`src/rtl/fu_exec_sequencer_pkg.sv`:
```
// rtl/fu_exec_sequencer_pkg.sv - shared FS codes, state encodings, mode codes and flag indices
package fu_exec_sequencer_pkg;

    localparam logic [15:0] FS_MOV  = 16'h0001;
    localparam logic [15:0] FS_ADD  = 16'h0002;
    localparam logic [15:0] FS_ADDC = 16'h0004;
    localparam logic [15:0] FS_SUB  = 16'h0008;
    localparam logic [15:0] FS_CMP  = 16'h0010;
    localparam logic [15:0] FS_AND  = 16'h0020;
    localparam logic [15:0] FS_BIT  = 16'h0040;
    localparam logic [15:0] FS_XOR  = 16'h0080;

    typedef enum logic [2:0] {
        ST_IDLE   = 3'd0,
        ST_SRC_RD = 3'd1,
        ST_DST_RD = 3'd2,
        ST_EXEC   = 3'd3,
        ST_WB_MEM = 3'd4,
        ST_DONE   = 3'd5
    } state_e;

    localparam logic [1:0] SRC_REG      = 2'd0;
    localparam logic [1:0] SRC_INDEXED  = 2'd1;
    localparam logic [1:0] SRC_INDIRECT = 2'd2;
    localparam logic [1:0] SRC_AUTOINC  = 2'd3;

    localparam logic DST_REG     = 1'b0;
    localparam logic DST_INDEXED = 1'b1;

    // Positions inside every {Z,V,N,C} nibble
    localparam int FLAG_Z = 3;
    localparam int FLAG_V = 2;
    localparam int FLAG_N = 1;
    localparam int FLAG_C = 0;

    localparam logic [15:0] BYTE_MASK = 16'h00FF;

    function automatic logic [15:0] mask_operand(input logic [15:0] data, input logic byte_op);
        return byte_op ? (data & BYTE_MASK) : data;
    endfunction

endpackage

```
`src/rtl/fu_operand_addr_gen.sv`:
```
// rtl/fu_operand_addr_gen.sv - mode-to-address and autoincrement value computation
module fu_operand_addr_gen
    import fu_exec_sequencer_pkg::*;
(
    input  logic [1:0]  src_mode,
    input  logic        byte_op,
    input  logic [15:0] src_reg,
    input  logic [15:0] src_idx,
    input  logic [15:0] dst_reg,
    input  logic [15:0] dst_idx,
    output logic [15:0] src_addr,
    output logic [15:0] dst_addr,
    output logic [15:0] inc_val
);

    always_comb begin
        src_addr = (src_mode == SRC_INDEXED) ? (src_reg + src_idx) : src_reg;
        dst_addr = dst_reg + dst_idx;
        inc_val  = src_reg + (byte_op ? 16'd1 : 16'd2);
    end

endmodule

```
`src/rtl/fu_exec_sequencer.sv`:
```
// rtl/fu_exec_sequencer.sv - execute-stage sequencer around the Function Unit
// Optional memory-wait abort enabled by defining FU_SEQ_TIMEOUT_EN.
module fu_exec_sequencer
    import fu_exec_sequencer_pkg::*;
#(
    parameter int unsigned TIMEOUT_CYCLES = 15
) (
    input  logic        clk,
    input  logic        rst,
    input  logic        start,
    input  logic [15:0] fs,
    input  logic        byte_op,
    input  logic [1:0]  src_mode,
    input  logic        dst_mode,
    input  logic        dst_wr,
    input  logic [15:0] src_reg,
    input  logic [15:0] dst_reg,
    input  logic [15:0] src_idx,
    input  logic [15:0] dst_idx,
    input  logic [3:0]  flags_in,
    output logic        mem_req,
    output logic        mem_we,
    output logic        mem_byte,
    output logic [15:0] mem_addr,
    output logic [15:0] mem_wdata,
    input  logic [15:0] mem_rdata,
    input  logic        mem_ack,
    output logic [15:0] fu_src,
    output logic [15:0] fu_dst,
    output logic [15:0] fu_fs,
    output logic [3:0]  fu_flags_in,
    input  logic [15:0] fu_result,
    input  logic [3:0]  fu_flags,
    output logic        reg_we,
    output logic [15:0] reg_wdata,
    output logic        inc_we,
    output logic [15:0] inc_val,
    output logic        flags_we,
    output logic [3:0]  flags_out,
    output logic        busy,
    output logic        done,
    output logic        error
);

`ifdef FU_SEQ_TIMEOUT_EN
    localparam bit TMO_EN = 1'b1;
`else
    localparam bit TMO_EN = 1'b0;
`endif

    localparam int CNT_W = (TIMEOUT_CYCLES < 2) ? 1 : $clog2(TIMEOUT_CYCLES + 1);
    localparam logic [CNT_W-1:0] TMO_LAST = CNT_W'(TIMEOUT_CYCLES - 1);

    state_e             state_q, state_d;
    logic [15:0]        fs_q, fs_d;
    logic               byte_q, byte_d;
    logic [1:0]         src_mode_q, src_mode_d;
    logic               dst_mode_q, dst_mode_d;
    logic               dst_wr_q, dst_wr_d;
    logic [15:0]        src_idx_q, src_idx_d;
    logic [15:0]        dst_idx_q, dst_idx_d;
    logic [3:0]         flags_in_q, flags_in_d;
    logic [15:0]        src_q, src_d;
    logic [15:0]        dst_q, dst_d;
    logic [15:0]        addr_q, addr_d;
    logic [15:0]        res_q, res_d;
    logic [CNT_W-1:0]   cnt_q, cnt_d;
    logic               error_q, error_d;

    logic [15:0]        src_addr;
    logic [15:0]        dst_addr;
    logic [15:0]        inc_next;
    logic               mem_state;

    // src_q/dst_q hold the register values until a memory read replaces them,
    // so they double as the base addresses while the reads are outstanding.
    fu_operand_addr_gen u_addr_gen (
        .src_mode (src_mode_q),
        .byte_op  (byte_q),
        .src_reg  (src_q),
        .src_idx  (src_idx_q),
        .dst_reg  (dst_q),
        .dst_idx  (dst_idx_q),
        .src_addr (src_addr),
        .dst_addr (dst_addr),
        .inc_val  (inc_next)
    );

    assign mem_state = (state_q == ST_SRC_RD) || (state_q == ST_DST_RD) || (state_q == ST_WB_MEM);

    always_comb begin
        state_d    = state_q;
        fs_d       = fs_q;
        byte_d     = byte_q;
        src_mode_d = src_mode_q;
        dst_mode_d = dst_mode_q;
        dst_wr_d   = dst_wr_q;
        src_idx_d  = src_idx_q;
        dst_idx_d  = dst_idx_q;
        flags_in_d = flags_in_q;
        src_d      = src_q;
        dst_d      = dst_q;
        addr_d     = addr_q;
        res_d      = res_q;
        cnt_d      = '0;
        error_d    = 1'b0;

        case (state_q)
            ST_IDLE: begin
                if (start) begin
                    fs_d       = fs;
                    byte_d     = byte_op;
                    src_mode_d = src_mode;
                    dst_mode_d = dst_mode;
                    dst_wr_d   = dst_wr;
                    src_idx_d  = src_idx;
                    dst_idx_d  = dst_idx;
                    flags_in_d = flags_in;
                    src_d      = src_reg;
                    dst_d      = dst_reg;
                    if (src_mode != SRC_REG) begin
                        state_d = ST_SRC_RD;
                    end else if (dst_mode == DST_INDEXED) begin
                        state_d = ST_DST_RD;
                    end else begin
                        state_d = ST_EXEC;
                    end
                end
            end
            ST_SRC_RD: begin
                if (mem_ack) begin
                    src_d   = mask_operand(mem_rdata, byte_q);
                    state_d = (dst_mode_q == DST_INDEXED) ? ST_DST_RD : ST_EXEC;
                end
            end
            ST_DST_RD: begin
                if (mem_ack) begin
                    dst_d   = mask_operand(mem_rdata, byte_q);
                    addr_d  = dst_addr;
                    state_d = ST_EXEC;
                end
            end
            ST_EXEC: begin
                res_d   = fu_result;
                state_d = (dst_wr_q && (dst_mode_q == DST_INDEXED)) ? ST_WB_MEM : ST_DONE;
            end
            ST_WB_MEM: begin
                if (mem_ack) begin
                    state_d = ST_DONE;
                end
            end
            ST_DONE: begin
                state_d = ST_IDLE;
            end
            default: begin
                state_d = ST_IDLE;
            end
        endcase

        // Counter stays zero outside memory states and on every ack, so each access starts fresh
        if (TMO_EN && mem_state && !mem_ack) begin
            cnt_d = cnt_q + CNT_W'(1);
            if (cnt_q == TMO_LAST) begin
                cnt_d   = '0;
                state_d = ST_IDLE;
                error_d = 1'b1;
            end
        end
    end

    always_ff @(posedge clk) begin
        if (rst) begin
            state_q    <= ST_IDLE;
            fs_q       <= '0;
            byte_q     <= 1'b0;
            src_mode_q <= '0;
            dst_mode_q <= 1'b0;
            dst_wr_q   <= 1'b0;
            src_idx_q  <= '0;
            dst_idx_q  <= '0;
            flags_in_q <= '0;
            src_q      <= '0;
            dst_q      <= '0;
            addr_q     <= '0;
            res_q      <= '0;
            cnt_q      <= '0;
            error_q    <= 1'b0;
        end else begin
            state_q    <= state_d;
            fs_q       <= fs_d;
            byte_q     <= byte_d;
            src_mode_q <= src_mode_d;
            dst_mode_q <= dst_mode_d;
            dst_wr_q   <= dst_wr_d;
            src_idx_q  <= src_idx_d;
            dst_idx_q  <= dst_idx_d;
            flags_in_q <= flags_in_d;
            src_q      <= src_d;
            dst_q      <= dst_d;
            addr_q     <= addr_d;
            res_q      <= res_d;
            cnt_q      <= cnt_d;
            error_q    <= error_d;
        end
    end

    always_comb begin
        mem_req   = 1'b0;
        mem_we    = 1'b0;
        mem_byte  = 1'b0;
        mem_addr  = '0;
        mem_wdata = '0;
        inc_we    = 1'b0;
        inc_val   = '0;
        reg_we    = 1'b0;
        reg_wdata = '0;
        flags_we  = 1'b0;
        flags_out = '0;

        case (state_q)
            ST_SRC_RD: begin
                mem_req  = 1'b1;
                mem_byte = byte_q;
                mem_addr = src_addr;
                if (mem_ack && (src_mode_q == SRC_AUTOINC)) begin
                    inc_we  = 1'b1;
                    inc_val = inc_next;
                end
            end
            ST_DST_RD: begin
                mem_req  = 1'b1;
                mem_byte = byte_q;
                mem_addr = dst_addr;
            end
            ST_EXEC: begin
                flags_we  = 1'b1;
                flags_out = fu_flags;
                if (dst_wr_q && (dst_mode_q == DST_REG)) begin
                    reg_we    = 1'b1;
                    reg_wdata = fu_result;
                end
            end
            ST_WB_MEM: begin
                mem_req   = 1'b1;
                mem_we    = 1'b1;
                mem_byte  = byte_q;
                mem_addr  = addr_q;
                mem_wdata = res_q;
            end
            default: begin
            end
        endcase
    end

    assign fu_fs       = fs_q;
    assign fu_src      = src_q;
    assign fu_dst      = dst_q;
    assign fu_flags_in = flags_in_q;
    assign busy        = (state_q != ST_IDLE);
    assign done        = (state_q == ST_DONE);
    assign error       = error_q;

endmodule

```
`config.mk`:
```
export PLATFORM = sky130hd
export DESIGN_NAME = fu_exec_sequencer
export DESIGN_NICKNAME = d
export VERILOG_FILES = /design/src/rtl/fu_exec_sequencer_pkg.sv /design/src/rtl/fu_operand_addr_gen.sv /design/src/rtl/fu_exec_sequencer.sv
export SDC_FILE = /design/constraint.sdc
export NUM_CORES = 1
export LEC_CHECK = 0
export CAP_MARGIN = 5
export CORE_UTILIZATION = 40
export DETAILED_ROUTE_END_ITERATION = 6
export PLACE_DENSITY = 0.75
export SLEW_MARGIN = 30
export SYNTH_ARGS = -nofsm -noshare
export SYNTH_HDL_FRONTEND = slang
export SYNTH_SLANG_ARGS = --single-unit
```
`constraint.sdc`:
```
create_clock -name clk -period 4.9 [get_ports clk]
set_clock_uncertainty 0.2 [all_clocks]
set_input_delay 0.735 -clock clk [delete_from_list [all_inputs] [get_ports clk]]
set_output_delay 0.735 -clock clk [all_outputs]
set_load 0.05 [all_outputs]
```
==> results.toml, run 1 <==
[cts]
clkSinkCount = 124
path_clk_slew_ps = 50
clk_path_buf_depth = 2
clock_latency_ps = 420
htreeDepth = 4
cts_tree = "yes"
clockRootBuffer = "clkbuf_16"
numCtsBuffers = 17

[power_and_ir_drop]
power.total_mw = 6.204
ir_worst_vdd_v = 0.0003489
power.density_mw_per_mm2 = 595.3
leakagePower_nw = 4.128

[die]
core_area_mm2 = 0.01730
io_pins = 258
fp.dieW_um = 134.9
die_h_um = 134.9
fp.dieArea_mm2 = 0.01820
start_util_pct = 40.86
rows = 48

[worst_hold_path]
holdPathStages = 2
hold_path.startpoint = "res_q[6]$_SDFFE_PP0P_"
hold_path_end = "res_q[6]$_SDFFE_PP0P_"
hold_class = "flop to flop"

[synthesis]
async_flop_share_pct = 0
synth_fp_nets = 1126
ys_types = 59
syn_inst = 962
ys.flop_type = "dfxtp_1"
ys_seq_elements = 124
synth_seq_area_share_pct = 35.13
yosys_warnings = 0
syn_avg_cell_area_um2 = 7.346
synthesis.area_mm2 = 0.007067
synth_edf_count = 0

[placement]
post-place-ws_ps = 676.3
port_buffers = 256
place_inst = 1403
placed_area_mm2 = 0.009768
place.gp.congestion = 0.9101
dp_hpwl_um = 18410

[drt]
firstDrtPassIters = 6
final_antenna_net_count = 0
via_count = 7748
drt-total-wl_um = 24790
drtIter0Drc = 664
wl_per_cell_um = 17.26
drc = 0
vias_per_cell = 5.396

[grt]
grt_max_degree = 94
grt_pass1_vias = 6967
antenna_found_initial = 1
grt_pass1_wl_um = 37820
grt-ovfl-total = 0
grt_usage_pct = 27.12

[setup_path]
cp.buffers_inverters = 1
cp-start-kind = "flop"
endpoint_kind = "primary output"
r2r_start = "state_q[1]$_SDFFE_PP0P_"
worstPathRequired_ps = 3960
worstPathCellList = "ha_1 -> a211oi_1 -> o211ai_1 -> a221oi_1 -> a21boi_0 -> xnor2_1 -> o211ai_1 -> clkdlybuf4s50_1"
rr_endpoint = "fu_dst[5]$_SDFFE_PP0P_"
r2r_slack_ps = 1870
path_max_fanout = 6
critPathTopFamily = "compound AO/OA/AOI/OAI gates"
crit_top_cell = "o211ai_1"
critical_path_class = "flop to primary output"
slowest_delay_ps = 830
critPathSlowestCell = "clkdlybuf4s50_1"
r2r_cells = 8
cp.arrival_ps = 3750

[finish]
drive_above_1_share_pct = 7.934
final_cells = 1436
utilization_pct = 60.25
syn2layout_area_growth_pct = 47.47
fin_area_mm2 = 0.01042
nNetsFinal = 1362
fill_cells = 1582

[sta]
fmax_mhz = 213.6
hold_slack_ps = 249.5
period_needed_ps = 4682
fin_tns_setup_ps = 0
worstMarginPinSlew_ps = 803.4
slew_violations = 0
setup_viol = 0
hold_violations = 0
max_slew_margin_pct = 46.28
fin_crit_sh_pct = 95.54
grt_setup_unrepaired = "false"
setup_slack_ps = 218.5

[job]
cap_violations = 0

[run_status]
outcome = "finished clean"
power breakdown:
part           internal (mW)  switching, mW
clock network          0.902          0.449
logic                   1.14           2.23
registers               1.26          0.230
worst reg2reg max path: cells and delay by family, from the launching register on:
family          cells  cell delay (ps)
compound gates      1              290
buf+inv             2              550
flops               1              470
simple gates        5             1440
worst max path at each step:
stage	end	slack (ps)	startpoint	cells after the start
floorplan	mem_addr[11]	570	fu_src[6]$_SDFFE_PP0P_	8
global placement	mem_addr[11]	740	fu_dst[6]$_SDFFE_PP0P_	9
detailed placement	mem_addr[11]	680	fu_dst[6]$_SDFFE_PP0P_	9
CTS	mem_addr[11]	180	fu_dst[6]$_SDFFE_PP0P_	9
global route	mem_addr[12]	10	fu_dst[0]$_SDFFE_PP0P_	11
finish	mem_addr[13]	220	fu_src[1]$_SDFFE_PP0P_	8
kinds of logic after synthesis:
group | Yosys count | synth area share, %
buffers and inverters | 78 | 4.267
XOR/XNOR | 35 | 4.338
flip-flops | 124 | 35.13
adder cells (fa/ha/maj) | 35 | 6.516
AO/OA/AOI/OAI | 262 | 23.19
multiplexers | 3 | 0.4603
AND/OR/NAND/NOR | 424 | 26.04
other | 1 | 0.05307
synth_stat cells, types with 17 or more instances:
master / instances / share of area, %
dfxtp_1: 124 / 35
ha_1: 32 / 5.7
xor2_1: 19 / 2.4
clkbuf_1: 52 / 2.8
a21oi_1: 132 / 9.3
and2_1: 24 / 2.1
a211oi_1: 25 / 2.7
o21ai_0: 25 / 1.8
nor2_1: 89 / 4.7
and3_1: 21 / 1.9
nand2_1: 235 / 12
a311oi_1: 17 / 2.1
cells in the final DEF, fill, tap and decap left out, drive strengths merged, types with 4 or more instances in the layout:
| master | instances |
|---|---|
| a311oi | 17 |
| dfxtp | 124 |
| inv | 14 |
| o21ai | 28 |
| o21a | 4 |
| nand2b | 5 |
| o211ai | 5 |
| a21o | 10 |
| a211oi | 25 |
| clkbuf | 25 |
| a22oi | 9 |
| clkdlybuf4s50 | 217 |
| xnor2 | 16 |
| nand3 | 13 |
| o221ai | 5 |
| nor2b | 8 |
| ha | 32 |
| nor2 | 89 |
| and3 | 21 |
| or3 | 6 |
| nand4 | 4 |
| and2 | 24 |
| xor2 | 19 |
| bufinv | 4 |
| a21oi | 132 |
| nor3b | 5 |
| nand2 | 235 |
| nor3 | 5 |
| buf | 61 |
final cells by class:
class	count	area [µm²]	share of cell area, %
inverters	16	60.06	0.5763
flip-flops and latches	124	2482	23.82
repair buffers	279	2668	25.60
well taps	225	281.5	2.701
clock buffers	25	495.5	4.754
diodes	1	2.502	0.02401
clock inverters	6	132.6	1.273
multi-input cells	760	4299	41.25
routing by layer:
layer,global-route usage [%],up-vias,wire length (µm)
li1,-,3814,-
met1,36.36,3571,10970
met4,13.17,0,914
met3,5.706,55,1647
met5,0,-,0
met2,41.27,308,11260
flip-flops by register name, indices dropped and copies added, names as in the netlist:
name	flops
src_mode_q	2
fu_dst	16
dst_wr_q	1
byte_q	1
state_q	3
src_idx_q	16
fu_flags_in	4
dst_mode_q	1
res_q	16
dst_idx_q	16
fu_src	16
addr_q	16
fu_fs	16
timing repair:
action / 4_1_cts / 5_1_grt
hold buffers: 0 / 0
buffers inserted: 0 / 0
setup endpoints to repair: 0 / 1
resized for setup: 0 / 1
(Power assumes the default switching activity.)
==> run 2: changes to the inputs <==
- CTS_CLUSTER_DIAMETER: not set -> 120
- SLEW_MARGIN: 30 -> not set
==> results.toml, run 2 (synthesis gave the netlist of run 1 again) <==
[grt]
antenna_found_initial = 0
grt-ovfl-total = 0
grt_max_degree = 94
grt_usage_pct = 27.04
grt_pass1_wl_um = 37730
grt_pass1_vias = 6866

[cts]
cts_tree = "yes"
clockRootBuffer = "clkbuf_16"
clkSinkCount = 124
clock_latency_ps = 420
hold_buffers = 0
htreeDepth = 4
numCtsBuffers = 17
clk_path_buf_depth = 2
path_clk_slew_ps = 60

[setup_path]
endpoint_kind = "primary output"
critical_path_class = "flop to primary output"
critPathSlowestCell = "clkdlybuf4s50_1"
cp-start-kind = "flop"
cp.arrival_ps = 3710
cp.buffers_inverters = 2
critPathTopFamily = "compound AO/OA/AOI/OAI gates"
worstPathCellList = "ha_1 -> inv_1 -> fa_1 -> nor2b_1 -> o31a_1 -> o221ai_1 -> a21oi_1 -> a31oi_1 -> xor2_1 -> o221ai_1 -> clkdlybuf4s50_1"
crit_top_cell = "o221ai_1"
slowest_delay_ps = 860
path_max_fanout = 3
worstPathRequired_ps = 3960

[placement]
placed_area_mm2 = 0.009759
port_buffers = 256
place.gp.congestion = 0.9101
dp_hpwl_um = 18380
post-place-ws_ps = 685.0

[finish]
syn2layout_area_growth_pct = 46.56
nNetsFinal = 1361
multiInputGateArea_mm2 = 0.004290
seq_area_mm2 = 0.002482
drive_above_1_share_pct = 8.264
final_cell_mix = "nand2_1 (234), clkdlybuf4s50_1 (216), a21oi_1 (132)"
diodes = 0
fill_cells = 1577
fin_area_mm2 = 0.01036
mostFrequentLayoutCell = "nand2_1"

[die]
core_area_mm2 = 0.01730
rows = 48
fp.dieArea_mm2 = 0.01820
die_h_um = 134.9
fp.dieW_um = 134.9
start_util_pct = 40.86
io_pins = 258

[worst_hold_path]
hold_class = "flop to flop"

[drt]
wl_per_cell_um = 17.30
drt-total-wl_um = 24830
final_antenna_net_count = 0
via_count = 7696
drc = 0
vias_per_cell = 5.363
firstDrtPassIters = 5
drtIter0Drc = 686

[sta]
period_needed_ps = 4649
slew_violations = 0
fmax_mhz = 215.1
max_slew_margin_pct = 21.97
fin_tns_setup_ps = 0
hold_violations = 0
setup_slack_ps = 251.0
grt_setup_unrepaired = "false"
fin_crit_sh_pct = 94.88
worstMarginPinSlew_ps = 1170
setup_viol = 0

[power_and_ir_drop]
ir_worst_vdd_v = 0.0003091
leakagePower_nw = 4.112
power.density_mw_per_mm2 = 590.1

[run_status]
outcome = "finished clean"

[job]
cap_violations = 0
run 2: cell types whose count changed in the layout (fill, tap and decap cells not counted), sizes merged:
cell | previous run | this run
clkinvlp | 1 | 4
diode | 1 | 0
dlymetal6s2s | 1 | 2
inv | 14 | 17
clkdlybuf4s50 | 217 | 216
buf | 61 | 60
clkbuf | 25 | 19
clkinv | 3 | 6
bufinv | 4 | 2
run 2: timing repair:
action / in CTS / in global routing
setup buffers: 0 / 0
setup endpoints to repair: 0 / 2
resized for setup: 0 / 2
run 2: where the power goes:
| part | leakage (nW) | total [mW] | switching [mW] | internal [mW] |
|---|---|---|---|---|
| logic | 2.81 | 3.36 | 2.22 | 1.13 |
| registers | 1.02 | 1.49 | 0.231 | 1.26 |
| clock network | 0.282 | 1.27 | 0.490 | 0.777 |
| total | 4.11 | 6.11 | 2.94 | 3.17 |
run 2: worst min-delay path, cell delays in order (launching register included):
cell and delay [ps]:
dfxtp_1 300, nand2_1 50, a21oi_1 50
run 2: layout make-up:
cell class | count | share of cell area, %
clock buffer | 19 | 4.373
clock inverter | 13 | 1.353
inverter | 16 | 0.5799
multi-input combinational | 760 | 41.42
sequential | 124 | 23.97
tap | 225 | 2.718
timing repair buffer | 278 | 25.59
run 2: stage by stage:
step | total power [mW] | instances | util (%) | hold WS (ps)
after floorplan | 3.673 | 962 | - | 232.1
after global routing | 6.441 | 1435 | 59.88 | 268.5
after CTS | 6.109 | 1435 | 59.85 | 251.7
final | 6.112 | 1435 | 59.88 | 250.2
after detailed placement | 4.820 | 1403 | 56.42 | 243.6
after global placement | 4.807 | 1403 | 56.42 | 238.0
run 2: path summary, 6_finish.rpt:
path	start	end	slack, ps	depth (start not counted)
worst max-delay path	fu_dst[0]$_SDFFE_PP0P_	mem_addr[12]	250	11
worst min-delay path	res_q[6]$_SDFFE_PP0P_	res_q[6]$_SDFFE_PP0P_	250	2
worst max register to register	state_q[1]$_SDFFE_PP0P_	fu_dst[5]$_SDFFE_PP0P_	1850	8
worst min register to register	res_q[6]$_SDFFE_PP0P_	res_q[6]$_SDFFE_PP0P_	250	2
run 2: metal layers:
metal	GRT usage, %	vias up	routed length, µm
met5	0	-	0
met4	9.301	0	604
met3	6.494	41	1682
met2	42.98	300	11590
met1	35.69	3536	10950
li1	-	3819	-
